**src/rtl/sr_cmd_gen.sv**
```systemverilog
// Command stage for sr_ff: synchronizes and debounces two buttons and turns
// their rising edges into spaced, mutually exclusive one-cycle s/r pulses.
module sr_cmd_gen #(
    parameter int SYNC_STAGES     = 2,
    parameter int DEBOUNCE_CYCLES = 4,
    parameter int GAP_CYCLES      = 3
) (
    input  logic clk,
    input  logic rst,
    input  logic set_btn,
    input  logic reset_btn,
    output logic s,
    output logic r,
    output logic conflict,
    output logic set_level,
    output logic reset_level
);

    localparam int DW = $clog2(DEBOUNCE_CYCLES + 1);
    localparam int GW = $clog2(GAP_CYCLES + 1);

    typedef enum logic {
        IDLE,
        GAP
    } state_t;

    // Channel 0 is set, channel 1 is reset.
    logic [SYNC_STAGES-1:0] sync_q [2];
    logic [DW-1:0]          deb_q  [2];
    logic [1:0]             raw;
    logic [1:0]             synced;
    logic [1:0]             lvl_q;
    logic [1:0]             lvl_prev_q;
    logic [1:0]             ev;
    logic [1:0]             req;

    state_t        state_q, state_d;
    logic [GW-1:0] gap_q, gap_d;
    logic [1:0]    pend_q, pend_d;
    logic          s_d, r_d, conf_d;

    assign raw    = {reset_btn, set_btn};
    assign synced = {sync_q[1][SYNC_STAGES-1], sync_q[0][SYNC_STAGES-1]};
    assign ev     = lvl_q & ~lvl_prev_q;
    assign req    = ev | pend_q;

    assign set_level   = lvl_q[0];
    assign reset_level = lvl_q[1];

    // Synchronize each raw button, then debounce it into a stable level.
    always_ff @(posedge clk or posedge rst) begin
        if (rst) begin
            for (int c = 0; c < 2; c++) begin
                sync_q[c] <= '0;
                deb_q[c]  <= '0;
            end
            lvl_q      <= '0;
            lvl_prev_q <= '0;
        end else begin
            lvl_prev_q <= lvl_q;
            for (int c = 0; c < 2; c++) begin
                sync_q[c] <= {sync_q[c][SYNC_STAGES-2:0], raw[c]};
                if (synced[c] != lvl_q[c]) begin
                    if (deb_q[c] == DW'(DEBOUNCE_CYCLES - 1)) begin
                        lvl_q[c] <= synced[c];
                        deb_q[c] <= '0;
                    end else begin
                        deb_q[c] <= deb_q[c] + DW'(1);
                    end
                end else begin
                    deb_q[c] <= '0;
                end
            end
        end
    end

    // FSM state, gap counter, pending requests and registered pulses.
    always_ff @(posedge clk or posedge rst) begin
        if (rst) begin
            state_q  <= IDLE;
            gap_q    <= '0;
            pend_q   <= '0;
            s        <= 1'b0;
            r        <= 1'b0;
            conflict <= 1'b0;
        end else begin
            state_q  <= state_d;
            gap_q    <= gap_d;
            pend_q   <= pend_d;
            s        <= s_d;
            r        <= r_d;
            conflict <= conf_d;
        end
    end

    // Issue in IDLE with reset priority; queue events that land in GAP.
    always_comb begin
        state_d = state_q;
        gap_d   = gap_q;
        pend_d  = pend_q;
        s_d     = 1'b0;
        r_d     = 1'b0;
        conf_d  = 1'b0;
        case (state_q)
            IDLE: begin
                if (req[1]) begin
                    r_d     = 1'b1;
                    conf_d  = req[0];
                    pend_d  = '0;
                    state_d = GAP;
                    gap_d   = GW'(GAP_CYCLES);
                end else if (req[0]) begin
                    s_d     = 1'b1;
                    pend_d  = '0;
                    state_d = GAP;
                    gap_d   = GW'(GAP_CYCLES);
                end
            end
            GAP: begin
                pend_d = pend_q | ev;
                if (gap_q <= GW'(1)) begin
                    gap_d   = '0;
                    state_d = IDLE;
                end else begin
                    gap_d = gap_q - GW'(1);
                end
            end
            default: begin
                state_d = IDLE;
                gap_d   = '0;
                pend_d  = '0;
            end
        endcase
    end

endmodule

```
**config.mk**
```make
export PLATFORM = sky130hd
export DESIGN_NAME = sr_cmd_gen
export DESIGN_NICKNAME = d
export VERILOG_FILES = /design/src/rtl/sr_cmd_gen.sv
export SDC_FILE = /design/constraint.sdc
export NUM_CORES = 1
export LEC_CHECK = 0
export ABC_AREA = 0
export CORE_MARGIN = 2
export CORE_UTILIZATION = 40
export CTS_CLUSTER_SIZE = 24
export DETAILED_ROUTE_END_ITERATION = 8
export SETUP_SLACK_MARGIN = 0.1
export SYNTH_ARGS = -nofsm -noshare
export SYNTH_HDL_FRONTEND = slang
export SYNTH_SLANG_ARGS = --single-unit
export TNS_END_PERCENT = 1
```
**constraint.sdc**
```tcl
create_clock -name clk -period 1.38 [get_ports clk]
set_input_delay 0.345 -clock clk [delete_from_list [all_inputs] [get_ports clk]]
set_output_delay 0.345 -clock clk [all_outputs]
set_load 0.02 [all_outputs]
```
* Word-level counts from Yosys, hierarchy flattened
Cells that the tools add are included.
** Storage, ports and cells
- Memories kept :: 0
- Logic and storage cells :: 49
- Bits in registers :: 22
- ROM bits :: 0
- Memory bits (writable) :: 0
- Latch bits :: 0
** Operators by class
- $lt $le $gt $ge :: 1
- Shift-type cells :: 0
- Multipliers :: 0
- Reduce and logical (&&, ||, !) cells :: 2
- Add/subtract/negate cells :: 3
- Div/mod/pow operators :: 0
- Muxes and demuxes :: 21
- Bitwise gates (word level) :: 4
- Eq/ne operators :: 5
** Operators with widths (number)
- two-way mux 3 bit :: 4
- two-way mux 2 bit :: 5
- two-way mux 1 bit :: 9
- one-hot mux 2 bit (2 select lines) :: 2
- adder 3 x 1 -> 3 bit, second input constant :: 2
- == test 3 x 2 -> 1 bit, second input constant :: 2
- AND reduction 2 bit :: 2
- != test 3 bit, second input constant :: 1
- AND 2 bit :: 1
- less-or-equal comparator 2 x 1 -> 1 bit, second input constant :: 1
- != test 1 bit :: 2
- inverter 2 bit :: 1
- bitwise OR 2 bit :: 1
- one-hot mux 1 bit (2 select lines) :: 1
- subtractor 2 x 1 -> 2 bit, second input constant :: 1
- inverter 1 bit :: 1

* Longest topological paths before layout
- Word-level depth :: 6
- Gate-level depth with buffers :: 3
- Gate-level depth less buffers :: 3

* Worst setup path after synthesis
Ideal clock, no wire load.
- Path kind :: reg-to-reg
- Start :: register lvl_q[0]
- End :: register state_q
- Setup time :: 0.137 ns
- Path slack :: 0.213 ns
- Clock period less this slack :: 1.167 ns
- Buffers on the path :: 0
- Stages on the path, launching flop included :: 4
- Data arrival time :: 1.030 ns
- Required time :: 1.243 ns
- Cell sequence :: dfrtp_1 -> nor2b_4 -> a2111oi_4 -> mux2i_1
** Between the ends
- Word-level cells in the longest chain between the ends :: 5
** Ends and longest elaborated chain
- start: declaration :: RTL line 32 : logic [1:0] lvl_q;
- start signal: indexed assignment :: RTL line 65 : lvl_q[c] <= synced[c];
- AND 2 bit :: RTL line 44 : assign ev = lvl_q & ~lvl_prev_q;
- bitwise OR 2 bit :: RTL line 45 : assign req = ev | pend_q;
- two-way mux 1 bit :: RTL line 112 : end else if (req[0]) begin
- two-way mux 1 bit :: RTL line 106 : if (req[1]) begin
- one-hot mux 1 bit (2 select lines) :: RTL line 104 : case (state_q)
- via state_d :: RTL line 37 : state_t state_q, state_d;
- end signal: assignment :: RTL line 87 : state_q <= state_d;
- end: declaration :: RTL line 37
The timed path passes the listed nets, and every way through them passes these cells.
A chain may end at the register's enable or synchronous reset.

* Worst setup path after layout
- Start :: register lvl_q[1]
- End :: output port reset_level
** RTL lines
- end: declaration :: RTL line 16 : output logic reset_level
No word-level cell between the ends.

==> results.cfg <==
[logic_synthesis]
synth_area_leaders = dfrtp_1 (69%), nor2b_1 (3.9%), nor3b_1 (3.8%)
synthArstFlopShare = 1.00
synth_edf_count = 0
synth_ff_type = dfrtp_1
syn_avg_cell_area_um2 = 14.5
yosysSeqAreaShare = 0.689
yosysWarnings = 0
ys_types = 17
netlist_instances = 55
synth_top_area_frac = 0.689
syn_nets = 61
synth.largest_area_cell = dfrtp_1
ys_seq_elements = 22
netlist_area_um2 = 800

[place]
placed_area_um2 = 932
dp_hpwl_um = 746
gp_congestion = 0.644
port_buffers = 8
place_ws_ps = 104
dpl.cell_count = 92

[sta]
setup_tns_ps = 0
slew_headroom = 0.793
rsz0062_at_grt = true
period_share = 0.931
hold-worst-slack_ps = 360
fmax_ghz = 0.778
finalSetupViolations = 0
hold_violations = 0
fin_crit_ps = 1290
drv_slew = 0
finClkSkew_ps = 3.48
fin_ws_ps = 94.9
worst_pin_slew_ps = 310

[global_route]
antenna_found_initial = 0
grt.busiest_layer = met2
grt_pass1_wl_mm = 2.04
grtUsageMet1 = 0.143
grt_max_degree = 23
overflow = 0
use_met2 = 0.176
met3_usage = 0.0185
grt_usage = 0.112
grt_pass1_vias = 478

[floorplanning]
io_pins = 9
die-area_mm2 = 0.00237
row_count = 16
die_x_um = 48.7
coreArea_mm2 = 0.00192
initial_core_util = 0.416
fp.dieH_um = 48.7

[clocking]
clkSinkCount = 22
clk_pin_slew_ps = 110
h-tree-depth = 1
clockBufferDepth = 2
clk_latency_ps = 300
cts_buffers = 3
postCtsSetupBuffers = 0
cts-root-buf = clkbuf_4
cts_tree = done

[route]
finalWirelength_mm = 1.02
viasPerCell = 4.41
vias = 423
wl_per_cell_um = 10.6
drtAntennaViolNets = 0
drt-pass1-iter-count = 3
drt_iter0_drc = 3
drc = 0

[pwr]
seq_power_share = 0.477
p_sw_uw = 673
p_per_area_mw_per_mm2 = 2140
p_sw_frac = 0.325
p_clk_frac = 0.164
p_comb_frac = 0.359
p_int_mw = 1.40
ir_worst_vdd_mv = 0.969
total_power_mw = 2.07
power_leakage_nw = 0.444

[worst_setup_path]
crit_family = flip-flops
end_kind = output port
slowest_delay_ps = 390
critPathBufInv = 1
critPathSlowestCell = dfrtp_1
critPathKind = reg2out
start_kind = flop
worstPathCellList = clkdlybuf4s15_2
crit_required_ps = 1030
cp_max_fo = 2
worstPathArrival_ps = 940

[cells_and_area]
finalNonFillerCells = 96
drive_gt1_frac = 0.232
design_area_um2 = 968
n_antenna_cell = 0
utilization = 0.504
fin_nets = 76
area_delta_synth_final_pct = 21.1

[status]
status = complete, no violations

[worst_hold_path]
min_path_type = in2async

[job]
maxCapViolCount = 0
cell families (layout without fill, tap and decap cells):
family / count (synthesis) / count (layout) / synth area share
flops: 22 / 22 / 0.689
simple gates: 16 / 16 / 0.127
compound gates: 6 / 6 / 0.0720
buf+inv: 4 / 18 / 0.0188
mux: 3 / 3 / 0.0407
fa+ha+maj: 2 / 2 / 0.0313
xor+xnor: 2 / 2 / 0.0219
power groups by stage:
stage | Sequential [mW] | Combinational, mW | Clock [mW]
2_1_floorplan | 1.07 | 0.442 | 0
5_1_grt | 1.02 | 0.840 | 0.387
4_1_cts | 0.994 | 0.767 | 0.359
3_5_place_dp | 1.01 | 0.783 | 0
6_report | 0.990 | 0.745 | 0.340
3_3_place_gp | 0.995 | 0.770 | 0
layer usage:
layer,up-vias,part of all wire
met5,-,0
met4,0,0.0088
met3,2,0.026
met2,5,0.46
met1,206,0.50
li1,210,-
timing repair:
| item | 4_1_cts | 5_1_grt |
|---|---|---|
| hold buffers | 0 | 0 |
| resized for setup | 14 | 1 |
| endpoints found under the hold margin | 0 | 0 |
| gates cloned | 0 | 0 |
| setup endpoints to repair | 5 | 9 |
final timing paths:
check	startpoint	to	slack, ps	depth (start not counted)
max in group asynchronous	rst	deb_q[3]	800	3
hold reg to reg	sync_q[0]	sync_q[1]	360	0
min in group clk	sync_q[0]	sync_q[1]	360	0
hold / removal	rst	deb_q[0]	360	3
setup reg to reg	deb_q[0]	lvl_q[1]	140	3
setup / recovery	lvl_q[1]	reset_level	90	1
cells in the mapped netlist (2+ instances only):
master	number
a21oi_1	2
dfrtp_1	22
ha_1	2
inv_1	3
mux2_2	2
nor2_1	3
nor2b_1	5
nor3_1	3
nor3b_1	4
xnor2_1	2
sequential cells by signal, indices dropped and copies added (netlist names), 2 cells and up:
name	count
lvl_q	2
sync_q	4
pend_q	2
gap_q	2
deb_q	6
lvl_prev_q	2
cells in the final DEF (no fill, tap or decap), types with 3 or more instances in the layout:
cell	instances
clkdlybuf4s15_2	4
nor2_1	3
buf_4	3
nor3_1	3
dfrtp_1	22
clkdlybuf4s50_1	3
clkbuf_4	3
nor2b_1	5
inv_1	3
nor3b_1	4
cell type report:
type                            count  area (um2)
Clock buffer                        4        36.3
Fill cell                         187         953
Inverter                            3        11.3
Multi-Input combinational cell     29         234
Sequential cell                    22         551
Tap cell                           27        33.8
Timing Repair Buffer               11         103
No activity file was read; power rests on OpenSTA's default activity.
